`config.mk`:
```
export PLATFORM = sky130hd
export DESIGN_NAME = code_set_verifier
export DESIGN_NICKNAME = d
export VERILOG_FILES = /design/src/rtl/code_set_verifier.sv
export SDC_FILE = /design/constraint.sdc
export NUM_CORES = 1
export LEC_CHECK = 0
export ABC_AREA = 1
export CORE_MARGIN = 2
export CORE_UTILIZATION = 25
export CTS_CLUSTER_DIAMETER = 40
export DETAILED_ROUTE_END_ITERATION = 10
export GPL_TIMING_DRIVEN = 0
export PLACE_DENSITY = 0.4
export SYNTH_ARGS = -nofsm -noshare
export SYNTH_HDL_FRONTEND = slang
export SYNTH_SLANG_ARGS = --single-unit
export TNS_END_PERCENT = 100
```
`constraint.sdc`:
```
create_clock -name i_clock -period 3.1 [get_ports i_clock]
set_clock_uncertainty 0.05 [all_clocks]
set_input_delay 0.465 -clock i_clock [delete_from_list [all_inputs] [get_ports i_clock]]
set_output_delay 0.465 -clock i_clock [all_outputs]
set_load 0.05 [all_outputs]
```
`src/rtl/code_set_verifier.sv`:
```
// Pairwise Hamming-distance checker for a code set held in the shared codes RAM.
// Reports the minimum distance seen and the first pair closer than min_dist.
module code_set_verifier #(
    parameter int RD_LAT    = 1,
    parameter bit STOP_FAIL = 1'b0
) (
    input  logic       i_clock,
    input  logic       i_reset,
    input  logic       i_start,
    input  logic [7:0] i_base_addr,
    input  logic [7:0] i_set_len,
    input  logic [3:0] i_min_dist,
    output logic [7:0] o_addr,
    input  logic [7:0] i_rd_data,
    output logic       o_busy,
    output logic       o_complete,
    output logic       o_pass,
    output logic [3:0] o_min_found,
    output logic [7:0] o_fail_i,
    output logic [7:0] o_fail_j
);

    typedef enum logic [3:0] {
        IDLE, CHK, A_ADR, A_WT, B_ADR, B_WT, DIST, CMP, DONE
    } state_t;

    localparam logic [1:0] W_LAST = 2'(RD_LAT - 1);

    state_t     r_state;
    state_t     w_state_nxt;
    logic       r_start_1;
    logic       r_start_2;
    logic [7:0] r_base;
    logic [7:0] r_len;
    logic [3:0] r_min;
    logic [7:0] r_i;
    logic [7:0] r_j;
    logic [7:0] r_a;
    logic [7:0] r_b;
    logic [3:0] r_dist;
    logic [1:0] r_wait;
    logic [7:0] r_addr;
    logic       r_busy;
    logic       r_complete;
    logic       r_pass;
    logic [3:0] r_min_found;
    logic [7:0] r_fail_i;
    logic [7:0] r_fail_j;

    logic w_start_rise;
    logic w_rd_ok;
    logic w_last_j;
    logic w_last_i;
    logic w_fail;
    logic w_stop;

    function automatic logic [3:0] popcnt(input logic [7:0] v);
        logic [3:0] n;
        n = '0;
        for (int k = 0; k < 8; k++) n = n + {3'b000, v[k]};
        return n;
    endfunction

    // start_2 is about to rise when start_1 is high and start_2 still low
    assign w_start_rise = r_start_1 & ~r_start_2;
    assign w_rd_ok      = (r_wait == W_LAST);
    assign w_last_j     = (r_j == r_len - 8'd1);
    assign w_last_i     = (r_i + 8'd1 == r_len - 8'd1);
    assign w_fail       = (r_dist < r_min) && r_pass;
    assign w_stop       = w_fail && STOP_FAIL;

    always_comb begin
        w_state_nxt = r_state;
        unique case (r_state)
            IDLE:    if (w_start_rise) w_state_nxt = CHK;
            CHK:     w_state_nxt = (r_len < 8'd2) ? DONE : A_ADR;
            A_ADR:   w_state_nxt = A_WT;
            A_WT:    if (w_rd_ok) w_state_nxt = B_ADR;
            B_ADR:   w_state_nxt = B_WT;
            B_WT:    if (w_rd_ok) w_state_nxt = DIST;
            DIST:    w_state_nxt = CMP;
            CMP: begin
                if (w_stop)        w_state_nxt = DONE;
                else if (w_last_j) w_state_nxt = w_last_i ? DONE : A_ADR;
                else               w_state_nxt = B_ADR;
            end
            DONE:    w_state_nxt = IDLE;
            default: w_state_nxt = IDLE;
        endcase
    end

    always_ff @(posedge i_clock) begin
        if (i_reset) begin
            r_state     <= IDLE;
            r_start_1   <= 1'b0;
            r_start_2   <= 1'b0;
            r_base      <= '0;
            r_len       <= '0;
            r_min       <= '0;
            r_i         <= '0;
            r_j         <= '0;
            r_a         <= '0;
            r_b         <= '0;
            r_dist      <= '0;
            r_wait      <= '0;
            r_addr      <= '0;
            r_busy      <= 1'b0;
            r_complete  <= 1'b0;
            r_pass      <= 1'b0;
            r_min_found <= 4'hF;
            r_fail_i    <= '0;
            r_fail_j    <= '0;
        end else begin
            r_start_1  <= i_start;
            r_start_2  <= r_start_1;
            r_state    <= w_state_nxt;
            r_complete <= 1'b0;
            unique case (r_state)
                IDLE: begin
                    if (w_start_rise) begin
                        r_base      <= i_base_addr;
                        r_len       <= i_set_len;
                        r_min       <= i_min_dist;
                        r_i         <= '0;
                        r_j         <= '0;
                        r_min_found <= 4'hF;
                        r_pass      <= 1'b1;
                        r_fail_i    <= '0;
                        r_fail_j    <= '0;
                        r_busy      <= 1'b1;
                    end
                end
                A_ADR: begin
                    r_addr <= r_base + r_i;
                    r_wait <= '0;
                end
                A_WT: begin
                    r_wait <= r_wait + 2'd1;
                    if (w_rd_ok) begin
                        r_a <= i_rd_data;
                        r_j <= r_i + 8'd1;
                    end
                end
                B_ADR: begin
                    r_addr <= r_base + r_j;
                    r_wait <= '0;
                end
                B_WT: begin
                    r_wait <= r_wait + 2'd1;
                    if (w_rd_ok) r_b <= i_rd_data;
                end
                DIST: r_dist <= popcnt(r_a ^ r_b);
                CMP: begin
                    if (r_dist < r_min_found) r_min_found <= r_dist;
                    if (w_fail) begin
                        r_pass   <= 1'b0;
                        r_fail_i <= r_i;
                        r_fail_j <= r_j;
                    end
                    // j is tested before it moves, so no index ever wraps at 255
                    if (!w_stop) begin
                        if (w_last_j) r_i <= r_i + 8'd1;
                        else          r_j <= r_j + 8'd1;
                    end
                end
                DONE: begin
                    r_complete <= 1'b1;
                    r_busy     <= 1'b0;
                end
                default: ;
            endcase
        end
    end

    assign o_addr      = r_addr;
    assign o_busy      = r_busy;
    assign o_complete  = r_complete;
    assign o_pass      = r_pass;
    assign o_min_found = r_min_found;
    assign o_fail_i    = r_fail_i;
    assign o_fail_j    = r_fail_j;

endmodule

```
# After elaboration in Yosys (flattened, before gate mapping)
# Cells that the tools add are included.
# W data, S select, Z words.
word_totals:
  mem_bits_ro: 0
  output_inout_bits: 31
  ram_bits: 0
  latch_bits: 0
  word_cells: 101
  register_bits: 95
  n_memories: 0
  inputBits: 31
classes:
  n_mul: 0
  shifts: 0
  n_lt_le_gt_ge: 3
  div: 0
  n_eq_ne: 17
  addsub: 13
  n_reduce_logical: 19
  mux: 27
  bitwise: 3
ops:
  columns: ["op", "count"]
  rows:
  - ["$pmux W8 S2", 4]
  - ["$mux W8", 6]
  - ["$mux W4", 8]
  - ["$pmux W4 S8", 1]
  - ["$pmux W8 S3", 1]
  - ["$add A4 B1 Y4", 4]
  - ["$add A8 B1 Y8 const B", 2]
  - ["$add A8 B8 Y8", 2]
  - ["$eq A4 B3 Y1 const B", 4]
  - ["$eq A8 B8 Y1", 2]
  - ["$ne A2 B2 Y1 const B", 7]
  - ["$reduce_and A3 Y1", 4]
  - ["$eq A4 B2 Y1 const B", 2]
  - ["$lt A4 B4 Y1", 2]
  - ["$lt A8 B2 Y1 const B", 1]
  - ["$pmux W4 S2", 1]
  - ["$reduce_and A2 Y1", 4]
  - ["$reduce_bool A2 Y1", 4]
  - ["$sub A8 B1 Y8 const B", 1]
  - ["$xor A8 B8 Y8", 1]
  - ["$add A3 B1 Y4", 1]
  - ["$eq A4 B1 Y1 const B", 1]
  - ["$eq A4 B4 Y1 const B", 1]
  - ["$logic_not A4 Y1", 1]
  - ["13 further kinds", 17]

# Depth between registers and ports, before layout
logic_depth:
  ltp_word: 8
  mapped_depth: 17
  depth_no_buf: 16

# Least setup slack after synthesis
# Ideal clock, no wire load.
synth_timing:
  kind: "register to register"
  startpoint: "reg r_b[1]"
  endpoint: "reg r_dist[2]"
  slack_ps: 71
  synth_period_minus_slack_ps: 3029
  t_required_ps: 2931
  setup_time_ps: 119
  t_arrival_ps: 2859
  stages_incl_launch_ff: 12
  path_cell_list: "dfxtp_1 > xnor2_1 > fa_1 > fa_1 > fa_1 > inv_1 > ha_1 > inv_1 > fa_1 > xnor2_1 > o21ai_0 > a21oi_1"
synth_via:
  elab_chain_len: 8
synth_lines:
  columns: ["element", "line_no", "rtl"]
  rows:
  - ["start, declared", "39", "logic [7:0] r_b;"]
  - ["start signal, assigned", "150", "if (w_rd_ok) r_b <= i_rd_data;"]
  - ["$xor A8 B8 Y8", "152", "DIST: r_dist <= popcnt(r_a ^ r_b);"]
  - ["$add A1 B1 Y2", "60", "for (int k = 0; k < 8; k++) n = n + {3'b000, v[k]};"]
  - ["$add A2 B1 Y3", "60", null]
  - ["$add A3 B1 Y4", "60", null]
  - ["$add A4 B1 Y4 (4 in a row)", "60", null]
  - ["end signal, assigned", "152", null]
  - ["end, declared", "40", "logic [3:0] r_dist;"]
# Every way passes these cells.
# A chain may end at the register's enable or synchronous reset.

# Final worst setup path
# Same ends and word-level chain as after synthesis.

==> results.md <==
* Area Overhead vs Synth at 25.53%
* Hold path endpoint: r_wait[1]
* GRT overflow at 0
* CORE AREA at 20,430 sq um
* YS warnings at 0
* GR Util All Layers at 0.1519
* Critical R2R Capture: r_dist[2]
* Syn Inst Count at 735
* Final Hold Viols at 0
* Vias in the first global route at 4,978
* CP peak stage delay at 560 ps
* Dpl ws at -152.8 ps
* R2R Setup Slk at 10 ps
* Worst Path Max Fanout at 2
* Max clock buf depth at 2
* Routability cong. at 0.8907
* Initial Utilization at 0.2565
* Wirelength, routed at 16.16 mm
* Global-route wire length before repair at 26.04 mm
* CP Class: reg2reg
* Vias post-DR at 4,990
* Mapped cell area at 5240 sq um
* Setup-failing EPs final at 0
* Yosys top cell by area: dfxtp_1
* Post-layout minimum cycle time at 3088 ps
* TritonRoute pass-1 iters at 4
* Die width at 148.8 microns
* Pwr/cell area at 528.1 nW/um^2
* Crit path required time at 3300 ps
* Top delay family on crit path: adder cells
* Num rows at 52
* Hold Buf Count CTS at 0
* Boundary Pins at 62
* Worst setup EP type: flip-flop
* FF-to-FF Start: r_b[1]
* Number of DRC markers in iteration 0 at 293
* Final Cycle Share at 0.9960
* IO Port Bufs at 60
* Placed cells at 1,065
* FMAX at 323.9 MHz
* CTS Sinks at 95
* # diodes at 0
* Avg WL per Cell at 14.95 microns
* Seq cells post-synth at 95
* Synth top area cells: dfxtp_1, nand2_1, nor2_1
* Syn avg cell area at 7.129 sq um
* Count of cell types in the netlist at 48
* Startpoint Class: flip-flop
* Reg2Reg Depth at 11
* Worst Tran Pin Value at 806.0 ps
* Worst skew pair latency at 360 ps
* HP Start: r_wait[1]
* Initial antenna violation count at 0
* Sequential-to-total area share from yosys stat at 0.3629
* Critical-path top delay cell: fa_1
* Largest net degree at the start of global routing at 17
* RSZ-0062 raised after global routing: true
* Vias per inst at 4.616
* Buf+Inv Stages, Crit Path at 2
* Max Transition Viols Final at 0
* Power Total at 3474 uW
* Post-synth top area share at 0.3629
* CTS tree: built
* Post-CTS setup buffers at 0
* Layout cells sized above 1 at 0.08261
* Root buffer cell: clkbuf_16
* Finished Layout Cells at 1,081
* Status: complete, no violations
* VDD IR max at 280.2 uV
* Detail Route Antenna Nets at 0
* Layout Nets at 862
* Total CTS buffers at 9
* Die area at 22,130 sq um
* Post-DP HPWL at 12.74 mm
* Most used cell along the critical path: fa_1
* Clock Pin Slew Worst Setup and Hold Paths at 70 ps
* Height of the die at 148.8 microns
* Rel. slew slack at 0.4577
* Residual DRC at 0
* Mapped Nets at 791
* Hold_ws at 419.4 ps
* Final worst slack at 12.25 ps
* Max cap viols at 0
* Ordered list of cells on the worst path: xnor2_2 > fa_1 > fa_1 > fa_1 > inv_1 > ha_2 > inv_2 > fa_2 > xnor2_2 > o21ai_1 > a21oi_1
* CP arrival at 3290 ps
* Hold path cells at 2
* Hold crit path type: reg2reg
* H-tree depth at 3
* P_leak at 0.002744 uW
-- logic make-up after synthesis --
logic type	count (synthesis)	share of synthesized area
simple gates	327	0.2825
flops	95	0.3629
xor+xnor	18	0.03009
fa+ha+maj	25	0.06686
compound gates	161	0.1755
buf+inv	109	0.08214
-- report_power, final --
part	switching, uW	internal, uW	total (uW)	leakage, uW
clock	526	815	1340	0.000169
combinational	502	264	766	0.00180
sequential	77.8	1290	1370	0.000774
-- worst max-delay path by stage --
stage                     end  slack [ps]   start  depth (start not counted)
finish              r_dist[2]          10  r_b[1]                         11
global route        r_dist[2]        -130  r_b[1]                         11
floorplan           r_dist[2]          70  r_b[1]                         11
CTS                 r_dist[2]           6  r_b[1]                         11
global placement    r_dist[2]        -120  r_b[1]                         11
detailed placement  r_dist[2]        -150  r_b[1]                         11
-- area by class of cell --
cell class                 instances  area [sq um]
multi-input combinational        531          2948
timing repair buffer              60         600.6
clock inverter                     6         115.1
sequential                        95          1906
inverter                          80         302.8
clock buffer                      10         239.0
tap                              270         337.8
buffer                            29         128.9
fill                            2222         13850
-- synth_stat cells, drive strengths merged --
master and number:
nand2 165, dfxtp 95, nor2 95, inv 80, o21ai 62, a21oi 61
nand3 48, clkbuf 21, ha 20, a22oi 16, nand4 11, xnor2 11
buf 8, xor2 7, o21bai 6, fa 5, a31oi 3, o211ai 3
o22ai 3, a21boi 2, nand3b 2, nor3 2, nor4 2, a211oi 1
and3 1, o211a 1, o21a 1, o221ai 1, o31ai 1, or2 1
-- timing repair --
| action | CTS | global route |
|---|---|---|
| resized for setup | 5 | 10 |
| endpoints found under the setup margin | 2 | 5 |
| pin swaps | 2 | 0 |
| hold endpoints to repair | 0 | 0 |
-- worst reg2reg max path, stage by stage, from the launching register on --
cell     delay (ps)
dfxtp_2         340
xnor2_2         140
fa_1            560
fa_1            450
fa_1            490
inv_1            70
ha_2            180
inv_2            40
fa_2            350
xnor2_2         140
o21ai_1         120
a21oi_1          50
-- cells in the final DEF (no fill, tap or decap), types with 2 or more instances in the layout --
cell type,netlist,layout
a21boi_0,2,2
a21oi_1,59,59
a21oi_2,2,2
a22oi_1,16,16
a31oi_1,2,2
buf_2,5,5
bufinv_16,0,3
clkbuf_1,20,19
clkbuf_16,0,9
clkbuf_2,1,2
clkdlybuf4s50_1,0,60
dfxtp_1,95,92
dfxtp_2,0,3
fa_1,5,4
ha_1,20,19
inv_1,76,75
inv_2,3,4
nand2_1,158,157
nand2_2,3,4
nand2_4,3,3
nand3_1,46,46
nand3_2,2,2
nand4_1,11,11
nor2_1,85,84
nor2_2,5,6
nor2_4,5,5
o211ai_1,3,3
o21ai_0,55,54
o21ai_1,7,8
o21bai_1,6,6
o22ai_1,3,3
xnor2_1,11,7
xnor2_2,0,4
xor2_1,7,7
-- routing by layer --
layer	wire length [microns]	global-route usage
met1	7714	0.1978
met2	7812	0.2604
met3	365	0.01957
met4	266	0.05095
met5	0	0
-- per-stage QoR --
step / util / setup TNS [ps] / cell area (sq um)
finish: 0.3220 / 0 / 6578
detailed placement: 0.3024 / -160.2 / 6178
global route: 0.3220 / -134.1 / 6578
CTS: 0.3207 / 0 / 6551
global placement: 0.3024 / -116.1 / 6178
floorplan: - / 0 / 5240
Power figures use the tool's default switching activity.
